**src/rtl/pingpong_wr_ctrl_pkg.sv**
```systemverilog
// Shared definitions for the ping-pong frame buffer write-side controller.
// State encoding and the bank base-address helper.
package pingpong_wr_ctrl_pkg;

   typedef enum logic {
      WAIT_SOF = 1'b0,
      WRITE    = 1'b1
   } wr_state_t;

   // Base pixel index of a bank; banks are FRAME_PIXELS apart, not a power of 2.
   function automatic int unsigned bank_base(input logic bank, input int unsigned frame_pixels);
      return bank ? frame_pixels : 0;
   endfunction

endpackage

```
**src/rtl/pingpong_wr_ctrl_sync_toggle_edge.sv**
```systemverilog
// Two-flop synchronizer plus edge detector for a toggle crossing into i_clk.
// o_edge is a one-cycle pulse per toggle of i_tgl.
module sync_toggle_edge (
   input  logic i_clk,
   input  logic i_rstn,
   input  logic i_tgl,
   output logic o_edge
);

   logic meta;
   logic sync;
   logic prev;

   always_ff @(posedge i_clk or negedge i_rstn) begin
      if (!i_rstn) begin
         meta <= 1'b0;
         sync <= 1'b0;
         prev <= 1'b0;
      end else begin
         meta <= i_tgl;
         sync <= meta;
         prev <= sync;
      end
   end

   assign o_edge = sync ^ prev;

endmodule

```
**src/rtl/pingpong_wr_ctrl.sv**
```systemverilog
// Write-side controller of the ping-pong frame buffer: writes whole frames
// alternately into two BRAM banks and hands completed frames to the read side.
module pingpong_wr_ctrl
   import pingpong_wr_ctrl_pkg::*;
#(
   parameter  int PIXEL_WIDTH  = 12,
   parameter  int FRAME_PIXELS = 76800,
   localparam int AW           = $clog2(2 * FRAME_PIXELS)
) (
   input  logic                   i_clk,
   input  logic                   i_rstn,
   input  logic                   i_valid,
   input  logic                   i_sof,
   input  logic [PIXEL_WIDTH-1:0] i_data,
   input  logic                   i_rd_done_tgl,
   output logic                   o_wportEn,
   output logic                   o_wr,
   output logic [AW-1:0]          o_waddr,
   output logic [PIXEL_WIDTH-1:0] o_wdata,
   output logic                   o_frame_done_tgl,
   output logic [1:0]             o_bank_full,
   output logic                   o_drop,
   output logic                   o_sync_err
);

   wr_state_t     state;
   wr_state_t     state_nxt;
   logic          wr_bank;
   logic          rd_ptr;
   logic [AW-1:0] idx;
   logic [AW-1:0] idx_nxt;
   logic [AW-1:0] wr_idx;
   logic [AW-1:0] bank_addr;
   logic [1:0]    full_nxt;
   logic          accept;
   logic          restart;
   logic          drop;
   logic          sync_err;
   logic          last;
   logic          rel;

   sync_toggle_edge u_rd_done_sync (
      .i_clk  (i_clk),
      .i_rstn (i_rstn),
      .i_tgl  (i_rd_done_tgl),
      .o_edge (rel)
   );

   always_ff @(posedge i_clk or negedge i_rstn) begin
      if (!i_rstn) state <= WAIT_SOF;
      else         state <= state_nxt;
   end

   always_comb begin
      state_nxt = state;
      case (state)
         WAIT_SOF: if (accept && !last) state_nxt = WRITE;
         WRITE:    if (last)            state_nxt = WAIT_SOF;
         default:  state_nxt = WAIT_SOF;
      endcase
   end

   always_comb begin
      accept   = 1'b0;
      restart  = 1'b0;
      drop     = 1'b0;
      sync_err = 1'b0;
      case (state)
         WAIT_SOF: begin
            if (i_valid && i_sof) begin
               if (!o_bank_full[wr_bank]) begin
                  accept  = 1'b1;
                  restart = 1'b1;
               end else begin
                  drop = 1'b1;
               end
            end
         end
         WRITE: begin
            if (i_valid) begin
               accept = 1'b1;
               if (i_sof) begin
                  restart  = 1'b1;
                  sync_err = 1'b1;
               end
            end
         end
         default: ;
      endcase
   end

   // A restart (sof) always lands at index 0 of the current bank.
   always_comb begin
      wr_idx    = restart ? '0 : idx;
      last      = accept && (wr_idx == AW'(FRAME_PIXELS - 1));
      bank_addr = AW'(bank_base(wr_bank, FRAME_PIXELS));
      idx_nxt   = idx;
      if (accept) idx_nxt = last ? '0 : wr_idx + 1'b1;
      full_nxt = o_bank_full;
      if (rel)  full_nxt[rd_ptr]  = 1'b0;
      if (last) full_nxt[wr_bank] = 1'b1;
   end

   always_ff @(posedge i_clk or negedge i_rstn) begin
      if (!i_rstn) begin
         o_wportEn        <= 1'b0;
         o_wr             <= 1'b0;
         o_waddr          <= '0;
         o_wdata          <= '0;
         o_frame_done_tgl <= 1'b0;
         o_bank_full      <= 2'b00;
         o_drop           <= 1'b0;
         o_sync_err       <= 1'b0;
         wr_bank          <= 1'b0;
         rd_ptr           <= 1'b0;
         idx              <= '0;
      end else begin
         o_wportEn   <= accept;
         o_wr        <= accept;
         o_drop      <= drop;
         o_sync_err  <= sync_err;
         o_bank_full <= full_nxt;
         idx         <= idx_nxt;
         if (accept) begin
            o_waddr <= bank_addr + wr_idx;
            o_wdata <= i_data;
         end
         if (last) begin
            wr_bank          <= ~wr_bank;
            o_frame_done_tgl <= ~o_frame_done_tgl;
         end
         if (rel) rd_ptr <= ~rd_ptr;
      end
   end

endmodule

```
**config.mk**
```make
export PLATFORM = sky130hd
export DESIGN_NAME = pingpong_wr_ctrl
export DESIGN_NICKNAME = d
export VERILOG_FILES = /design/src/rtl/pingpong_wr_ctrl_pkg.sv /design/src/rtl/pingpong_wr_ctrl_sync_toggle_edge.sv /design/src/rtl/pingpong_wr_ctrl.sv
export SDC_FILE = /design/constraint.sdc
export NUM_CORES = 1
export LEC_CHECK = 0
export CAP_MARGIN = 15
export CORE_AREA = 4 4 100 64
export CTS_BUF_LIST = sky130_fd_sc_hd__clkbuf_4 sky130_fd_sc_hd__clkbuf_8
export DETAILED_ROUTE_END_ITERATION = 7
export DIE_AREA = 0 0 104 68
export GPL_ROUTABILITY_DRIVEN = 0
export HOLD_SLACK_MARGIN = 0.08
export PLACE_DENSITY = 0.93
export SETUP_SLACK_MARGIN = 0.15
export SLEW_MARGIN = 30
export SYNTH_ARGS = -nofsm -noshare
export SYNTH_HDL_FRONTEND = slang
export SYNTH_SLANG_ARGS = --single-unit
```
**constraint.sdc**
```tcl
create_clock -name i_clk -period 4.3 [get_ports i_clk]
set_clock_uncertainty 0.1 [all_clocks]
set_input_delay 0.43 -clock i_clk [delete_from_list [all_inputs] [get_ports i_clk]]
set_output_delay 0.43 -clock i_clk [all_outputs]
set_load 0.1 [all_outputs]
```
Word-level counts from Yosys, hierarchy flattened

Index checks and enable logic that the tools add are counted.

$mul: 0
Equal/unequal tests: 1
Magnitude comparators: 4
Add/subtract/negate cells: 2
Reductions and logical operators: 6
Multiplexer cells: 25
Div/mod/pow operators: 0
Bitwise operators: 8
Shifts and indexed selects: 0

Operators with widths:

| operator                | number |
|---|---|
| $mux W18                | 2 |
| $add A17 B18 Y18        | 1 |
| $add A18 B1 Y18 const B | 1 |
| $eq A18 B17 Y1 const B  | 1 |
| $mux W17                | 1 |
| $mux W1                 | 15 |
| $pmux W1 S2             | 3 |
| $logic_and A1 B1 Y1     | 5 |
| $lt A1 B2 Y1 const B    | 2 |
| $mux W2                 | 2 |
| $not A1 Y1              | 4 |
| $and A2 B2 Y2           | 1 |
| $demux W1 S1            | 2 |
| $ge A1 B1 Y1 const B    | 2 |
| $not A2 Y2              | 1 |
| $or A2 B2 Y2            | 1 |
| $logic_not A1 Y1        | 1 |
| $xor A1 B1 Y1           | 1 |

Output and inout port bits: 37
Bits in registers: 60
Word-level logic and storage cells: 60
Latch bits: 0
RAM bits: 0
ROM bits: 0
Input port bits: 17
Memories: 0

Depth between registers and ports, before layout

Gate-level depths: netlist of run 1.

Word-level depth: 12
Mapped depth: 11
Gate-level depth less buffers: 9

Modules after synthesis

A second synthesis of run 1 with hierarchy kept.

Cell total of the unflattened synthesis: 315
Area, all modules: 2929.1 sq um

By module, submodules not included:

| module           | cells an instance | area an instance (sq um) | instances | sequential area each (sq um) |
|---|---|---|---|---|
| pingpong_wr_ctrl | 311               | 2845.2                   | 1         | 1426.4 |
| sync_toggle_edge | 4                 | 83.8                     | 1         | 75.1 |

Least setup slack after synthesis of run 1

No wires, ideal clock.

Path type: reg2reg
Start point: register o_bank_full[0]
End point: register o_waddr[17]
Stages on the path, launching flop included: 12
Path buffers: 2
Period minus slack after synthesis: 3.390 ns
Arrival time: 3.221 ns
Slack: 0.910 ns
Path through: dfrtp_1 -> mux2i_2 -> o21ai_4 -> buf_2 -> buf_2 -> and2_1 -> ha_1 -> a21oi_1 -> o21ai_0 -> o211a_1 -> or4_1 -> nand3_1

Longest elaborated chain between the ends: 7
Elaborated cells on any way between the ends: 8

RTL lines:

| item                                          | line                    | text |
|---|---|---|
| start, declared                               | pingpong_wr_ctrl.sv:21  | `output logic [1:0] o_bank_full,` |
| start signal, assigned                        | pingpong_wr_ctrl.sv:122 | `o_bank_full <= full_nxt;` |
| $mux W1 (not written as such) * (2 in series) | pingpong_wr_ctrl.sv:71  | `if (!o_bank_full[wr_bank]) begin` |
| $mux W1 *                                     | pingpong_wr_ctrl.sv:71  |  |
| $mux W1 *                                     | pingpong_wr_ctrl.sv:70  | `if (i_valid && i_sof) begin` |
| $pmux W1 S2                                   | pingpong_wr_ctrl.sv:68  | `case (state)` |
| $mux W18                                      | pingpong_wr_ctrl.sv:94  | `wr_idx = restart ? '0 : idx;` |
| $add A17 B18 Y18                              | pingpong_wr_ctrl.sv:125 | `o_waddr <= bank_addr + wr_idx;` |
| end signal, assigned                          | pingpong_wr_ctrl.sv:125 |  |
| end, declared                                 | pingpong_wr_ctrl.sv:18  | `output logic [AW-1:0] o_waddr,` |

Every way passes the cells marked *; elsewhere a longest branch is shown, timed or not. The select of a mux whose other input is x is not followed.
A chain may end at the register's enable or synchronous reset.

Final worst setup path of run 1

Start point: register wr_bank
End point: register idx[11]

Longest elaborated chain between the ends: 9
Elaborated cells on any way between the ends: 11

RTL lines:

| item                                                    | line                    | text |
|---|---|---|
| start, declared                                         | pingpong_wr_ctrl.sv:28  | `logic wr_bank;` |
| start signal, assigned                                  | pingpong_wr_ctrl.sv:129 | `wr_bank <= ~wr_bank;` |
| $mux W1 (not written as such) * (2 in series)           | pingpong_wr_ctrl.sv:71  |  |
| $mux W1 *                                               | pingpong_wr_ctrl.sv:71  |  |
| $mux W1 *                                               | pingpong_wr_ctrl.sv:70  |  |
| $pmux W1 S2 *                                           | pingpong_wr_ctrl.sv:68  |  |
| $mux W18 *                                              | pingpong_wr_ctrl.sv:94  |  |
| named net wr_idx[0]                                     | pingpong_wr_ctrl.sv:32  | `logic [AW-1:0] wr_idx;` |
| branches (longest 2 deep; another with $add A18 B1 Y18) | -                       |  |
| $mux W18 *                                              | pingpong_wr_ctrl.sv:98  | `if (accept) idx_nxt = last ? '0 : wr_idx + 1'b1;` |
| end signal, assigned                                    | pingpong_wr_ctrl.sv:123 | `idx <= idx_nxt;` |
| end, declared                                           | pingpong_wr_ctrl.sv:30  | `logic [AW-1:0] idx;` |

Mark *: on every way through the listed nets, which the timed path passes. The select of a mux whose other input is x is not followed.

==> results of run 1 <==
sequential cells by signal, indices dropped and copies added (netlist names), named ones only:
signal	flops
o_wdata	12
o_bank_full	2
wr_bank	1
u_rd_done_sync.meta	1
o_sync_err	1
idx	18
o_drop	1
u_rd_done_sync.sync	1
u_rd_done_sync.prev	1
o_wr	1
rd_ptr	1
o_frame_done_tgl	1
o_waddr	18
cells in the mapped netlist (all sizes together) (6+ instances only):
library cell and instances:
a22o 8, and2 8, and3 7, nand4 8
a31oi 11, xor2 7, clkbuf 6, nor3 6
buf 14, nand2 71, a21oi 14, dfrtp 60
o21ai 18, nor2 9, nand3 13
critical path, stage by stage (launching register included):
cell     delay (ns)
dfrtp_1        0.76
mux2i_2        0.24
o21ai_4        0.52
and2_1         0.25
ha_1           0.23
nand3_1        0.20
nor3_4         0.37
a21oi_1        0.30
a31oi_1        0.27
o31ai_1        0.09
per-layer routing:
metal / part of all wire / vias up / routed length, µm
li1: - / 1180 / -
met1: 0.45 / 1220 / 3170
met3: 0.12 / 14 / 838
met4: 0.0069 / 0 / 49
met5: 0 / - / 0
met2: 0.43 / 147 / 3050
final cells by class:
class | instances | area, µm²
inverter | 3 | 11.3
clock buffer | 10 | 131
sequential | 60 | 1500
timing repair buffer | 55 | 541
tap | 69 | 86.3
multi-input combinational | 224 | 1360
fill | 428 | 1750
clock inverter | 6 | 88.8
path summary, 6_finish.rpt:
check	from	slack, ns	to
setup / recovery	wr_bank$_DFFE_PN0P_	0.84	idx[11]$_DFFE_PN0P_
hold / removal	i_rstn	0.14	o_waddr[10]$_DFFE_PN0P_
setup reg to reg	wr_bank$_DFFE_PN0P_	0.84	idx[11]$_DFFE_PN0P_
hold reg to reg	u_rd_done_sync.meta$_DFF_PN0_	0.26	u_rd_done_sync.sync$_DFF_PN0_
max in group asynchronous	i_rstn	3.46	o_wdata[1]$_DFFE_PN0P_
min in group i_clk	u_rd_done_sync.meta$_DFF_PN0_	0.26	u_rd_done_sync.sync$_DFF_PN0_
report_power, final:
part	internal, W	leakage (nW)	switching (W)
Sequential	0.000632	0.790	0.0000594
Combinational	0.000143	0.779	0.000448
Clock	0.000332	0.106	0.000234
through the flow:
stage	area, µm²	hold WS [ns]
2_1_floorplan	2950	0.0344
3_3_place_gp	3490	0.233
3_5_place_dp	3490	0.243
4_1_cts	3710	0.172
5_1_grt	3720	0.206
6_report	3720	0.138
cell families after synthesis:
family                     after synthesis
AOI/OAI and AO/OA                       70
buffers and inverters                   23
DFF                                     60
and+or+nand+nor                        135
muxes                                    4
adders and majority gates                4
xor gates and xnor gates                11
==> impl_metrics.toml, run 1 <==
[yosys]
synthSimpleGateAreaFrac = 0.228
synthXorXnorAreaFrac = 0.0326
synth_area_leaders = "dfrtp_1 51%, nand2_1 9.0%, o21ai_0 2.9%"
postSynthCellCount = 307
yosys.area.top_type = "dfrtp_1"
yosysTopAreaCellShare = 0.508
synth_seq_cells = 60
synthMuxAreaShare = 0.0161
yosys_warnings = 0
synth_edf_count = 0
synth_compound_area_frac = 0.158
ys_types = 45
synthArstFlopShare = 1.00
syn_nets = 328
ys.flop_type = "dfrtp_1"
synth_area_mm2 = 0.00295
synth_top_family_by_area = "simple AND/OR/NAND/NOR gates"
synth_fa_ha_area_frac = 0.0195
yosysSeqAreaShare = 0.508
avgSynthCellArea_um2 = 9.62

[floorplanning]
start_util = 0.540
die-area_mm2 = 0.00707
boundaryPins = 54
fp.coreArea_mm2 = 0.00547
fp.dieH_um = 68
rows = 21
dieWidth_um = 104

[sta]
hold_viol_final = 0
finalSetupViolCount = 0
maxSlewViolCount = 0
max_freq_mhz = 289
relSlewSlack = 0.338
fin_crit_ns = 3.46
worst_pin_slew_ns = 0.991
setup_slack_ns = 0.840
rsz0062_at_grt = "no"
fin_tns_setup_ns = 0
period_share = 0.805

[global_route]
grt-ovfl-total = 0
grt_max_degree = 61
grt_pass1_vias = 2445
track_usage = 0.216
grt_busiest_layer = "met2"
grt_pass1_wl_um = 12000
met3_usage = 0.105
use_met2 = 0.329
met1_usage = 0.276
antenna_found_initial = 0

[place]
placed_cells = 411
hpwl_um = 4720
port_buffers = 53
place_ws_ns = 0.909

[clock_network]
postCtsSetupBuffers = 0
cts_root_buf = "clkbuf_8"
path_clk_slew_ns = 0.07
clk_latency_ns = 0.35
cts_hold_buf = 0
cts_tree = "yes"
clock_sinks = 60
cts.path.max_buffers = 2
htreeDepth = 3
cts_resized = 0
numCtsBuffers = 9

[route]
first_pass_iters = 5
ant_nets = 0
vias_per_cell = 6.00
drt-total-wl_um = 7110
wire_per_inst_um = 16.6
drc = 0
num_vias = 2561
drt_iter0_drc = 269

[layout]
area_growth_pct = 25.9
layout_commonest_cell = "nand2_1"
finalNetCount = 374
final_layout_size_suffix_gt1_frac = 0.0922
final_cells = 427
diodes = 0
final_cell_mix = "71 x nand2_1, 60 x dfrtp_1, 52 x clkdlybuf4s50_1"
post-route-util = 0.680

[worst_setup_path]
cp.required_ns = 4.42
path_max_fanout = 23
end_kind = "flop"
worst-setup-path-type = "flop to flop"
crit_arrival_ns = 3.58
critPathLaunchType = "flop"
r2r_cells = 9

[power_and_ir_drop]
p_total_w = 0.00185
p_leak_nw = 1.68
power_density_mw_per_mm2 = 497
ir_worst_vdd_mv = 0.415

[flow_run]
maxCapViolations = 0

[worst_hold_path]
min_path_type = "input port to asynchronous set/reset pin"

[status]
status = "finished clean"
(Power assumes the default switching activity.)
==> run 2, diff against run 1 <==
--- a/config.mk
+++ b/config.mk
@@ -6,13 +6,13 @@
 export NUM_CORES = 1
 export LEC_CHECK = 0
 export CAP_MARGIN = 15
-export CORE_AREA = 4 4 100 64
+export CORE_AREA = 4 4 101 65
 export CTS_BUF_LIST = sky130_fd_sc_hd__clkbuf_4 sky130_fd_sc_hd__clkbuf_8
 export DETAILED_ROUTE_END_ITERATION = 7
-export DIE_AREA = 0 0 104 68
+export DIE_AREA = 0 0 105 69
 export GPL_ROUTABILITY_DRIVEN = 0
 export HOLD_SLACK_MARGIN = 0.08
-export PLACE_DENSITY = 0.93
+export PLACE_DENSITY = 0.91
 export SETUP_SLACK_MARGIN = 0.15
 export SLEW_MARGIN = 30
 export SYNTH_ARGS = -nofsm -noshare
==> constraint.sdc (replaced) <==
create_clock -name i_clk -period 3.6 [get_ports i_clk]
set_clock_uncertainty 0.1 [all_clocks]
set_input_delay 0.36 -clock i_clk [delete_from_list [all_inputs] [get_ports i_clk]]
set_output_delay 0.36 -clock i_clk [all_outputs]
set_load 0.1 [all_outputs]
==> run 2 against run 1 <==
Net effect: global-route usage down 0.31 points; non-clock buffer count up 4; power up 16%; worst setup slack worse by 0.35 ns; critical path depth unchanged; worst hold slack better by 0.11 ns; sequential share of layout area down 0.095 points; critical path type unchanged; critical endpoint unchanged; highest routed layer unchanged.
==> impl_metrics.toml, run 2 (synthesis gave the netlist of run 1 again) <==
[place]
place_ws_ns = 0.273
port_buffers = 53
hpwl_um = 4840

[clock_network]
clock_sinks = 60
cts.path.max_buffers = 2
postCtsSetupBuffers = 0
cts_tree = "yes"
clk_latency_ns = 0.35
cts_root_buf = "clkbuf_8"
numCtsBuffers = 9
cts_resized = 0
htreeDepth = 3
path_clk_slew_ns = 0.07

[floorplanning]
start_util = 0.535
fp.dieH_um = 69
fp.coreArea_mm2 = 0.00552
boundaryPins = 54
rows = 21
die-area_mm2 = 0.00725
dieWidth_um = 105

[route]
first_pass_iters = 5
num_vias = 2503
ant_nets = 0
drc = 0
drt-total-wl_um = 7300
vias_per_cell = 5.81
wire_per_inst_um = 16.9
drt_iter0_drc = 256

[power_and_ir_drop]
p_sw_frac = 0.418
p_comb_frac = 0.331
p_total_w = 0.00215
ir_worst_vdd_mv = 0.448
power_density_mw_per_mm2 = 577
p_sw_w = 0.000900
p_leak_nw = 1.69
internal_power_w = 0.00125
seq_power_share = 0.385
pwr-share-clk = 0.284

[sta]
period_share = 0.863
fin_tns_setup_ns = 0
setup_slack_ns = 0.493
fin_crit_ns = 3.11
hold_viol_final = 0
max_freq_mhz = 322
finalSetupViolCount = 0
maxSlewViolCount = 0
rsz0062_at_grt = "no"
relSlewSlack = 0.310
holdWs_ns = 0.252
worst_pin_slew_ns = 1.03

[layout]
area_growth_pct = 26.2
layout_commonest_cell = "nand2_1"
diodes = 0
largestRegisters = "idx: 18 flops, o_waddr: 18 flops, o_wdata: 12 flops"
finalNetCount = 378
final_layout_size_suffix_gt1_frac = 0.0967
fillerInstances = 449
final_cell_mix = "71 x nand2_1, 60 x dfrtp_1, 52 x clkdlybuf4s50_1"

[global_route]
antenna_found_initial = 0
grt-ovfl-total = 0
grt_pass1_vias = 2433
grt_pass1_wl_um = 12300
grt_max_degree = 49
track_usage = 0.213

[worst_setup_path]
end_kind = "flop"
slowest_stage = "o21ai_4"
worst-setup-path-type = "flop to flop"
crit_chain = "mux2i_2 -> o21ai_4 -> and2_1 -> ha_1 -> nand3_1 -> nor3_4 -> a21oi_1 -> a31oi_1 -> o31ai_1"
path_max_fanout = 23
slowest_delay_ns = 0.51
r2r_cells = 9
crit_arrival_ns = 3.23
critPathLaunchType = "flop"
cp.required_ns = 3.72

[worst_hold_path]
min_path_type = "flop to flop"
hold_depth = 0

[flow_run]
maxCapViolations = 0

[status]
status = "finished clean"
run 2: final timing paths:
check                                         startpoint                       endpoint  slack (ns)
setup / recovery                     wr_bank$_DFFE_PN0P_            idx[11]$_DFFE_PN0P_        0.49
min in group asynchronous                         i_rstn        o_waddr[10]$_DFFE_PN0P_        0.50
hold / removal             u_rd_done_sync.meta$_DFF_PN0_  u_rd_done_sync.sync$_DFF_PN0_        0.25
max in group asynchronous                         i_rstn             idx[2]$_DFFE_PN0P_        2.05
hold reg to reg            u_rd_done_sync.meta$_DFF_PN0_  u_rd_done_sync.sync$_DFF_PN0_        0.25
setup reg to reg                     wr_bank$_DFFE_PN0P_            idx[11]$_DFFE_PN0P_        0.49
run 2: per-stage QoR:
stage               area [µm²]  cells   util
global placement          3520    414  0.637
global route              3730    431  0.675
finish                    3730    431  0.675
floorplan                 2950    307      -
detailed placement        3520    414  0.637
CTS                       3730    431  0.675
run 2: metal layers:
layer  track usage  wire, µm
met1         0.301      3370
met2         0.300      3140
met3        0.0868       714
met4        0.0611        79
met5             0         0
run 2: critical path: cells and delay by family (launching register included):
| family | cells | cell delay [ns] |
|---|---|---|
| simple gates | 3 | 0.84 |
| mux | 1 | 0.23 |
| flops | 1 | 0.41 |
| fa+ha+maj | 1 | 0.23 |
| compound gates | 4 | 1.17 |
run 2: timing repair:
item,CTS,global route
hold buffers,1,0
setup endpoints to repair,0,0
endpoints found under the hold margin,30,0
run 2: area by class of cell:
type                       instances  area (µm²)  area share
timing repair buffer              59         573       0.154
sequential                        60        1500       0.403
inverter                           3        11.3     0.00302
clock buffer                       9         124      0.0332
multi-input combinational        224        1360       0.364
clock inverter                     7        75.1      0.0201
tap                               69        86.3      0.0232
run 2: power groups by stage:
stage	sequential, W	clock, W	combinational, W
after floorplan	0.00117	0	0.000182
after global placement	0.000834	0	0.000700
after detailed placement	0.000838	0	0.000711
after CTS	0.000828	0.000622	0.000715
after global routing	0.000843	0.000654	0.000747
final	0.000829	0.000611	0.000712
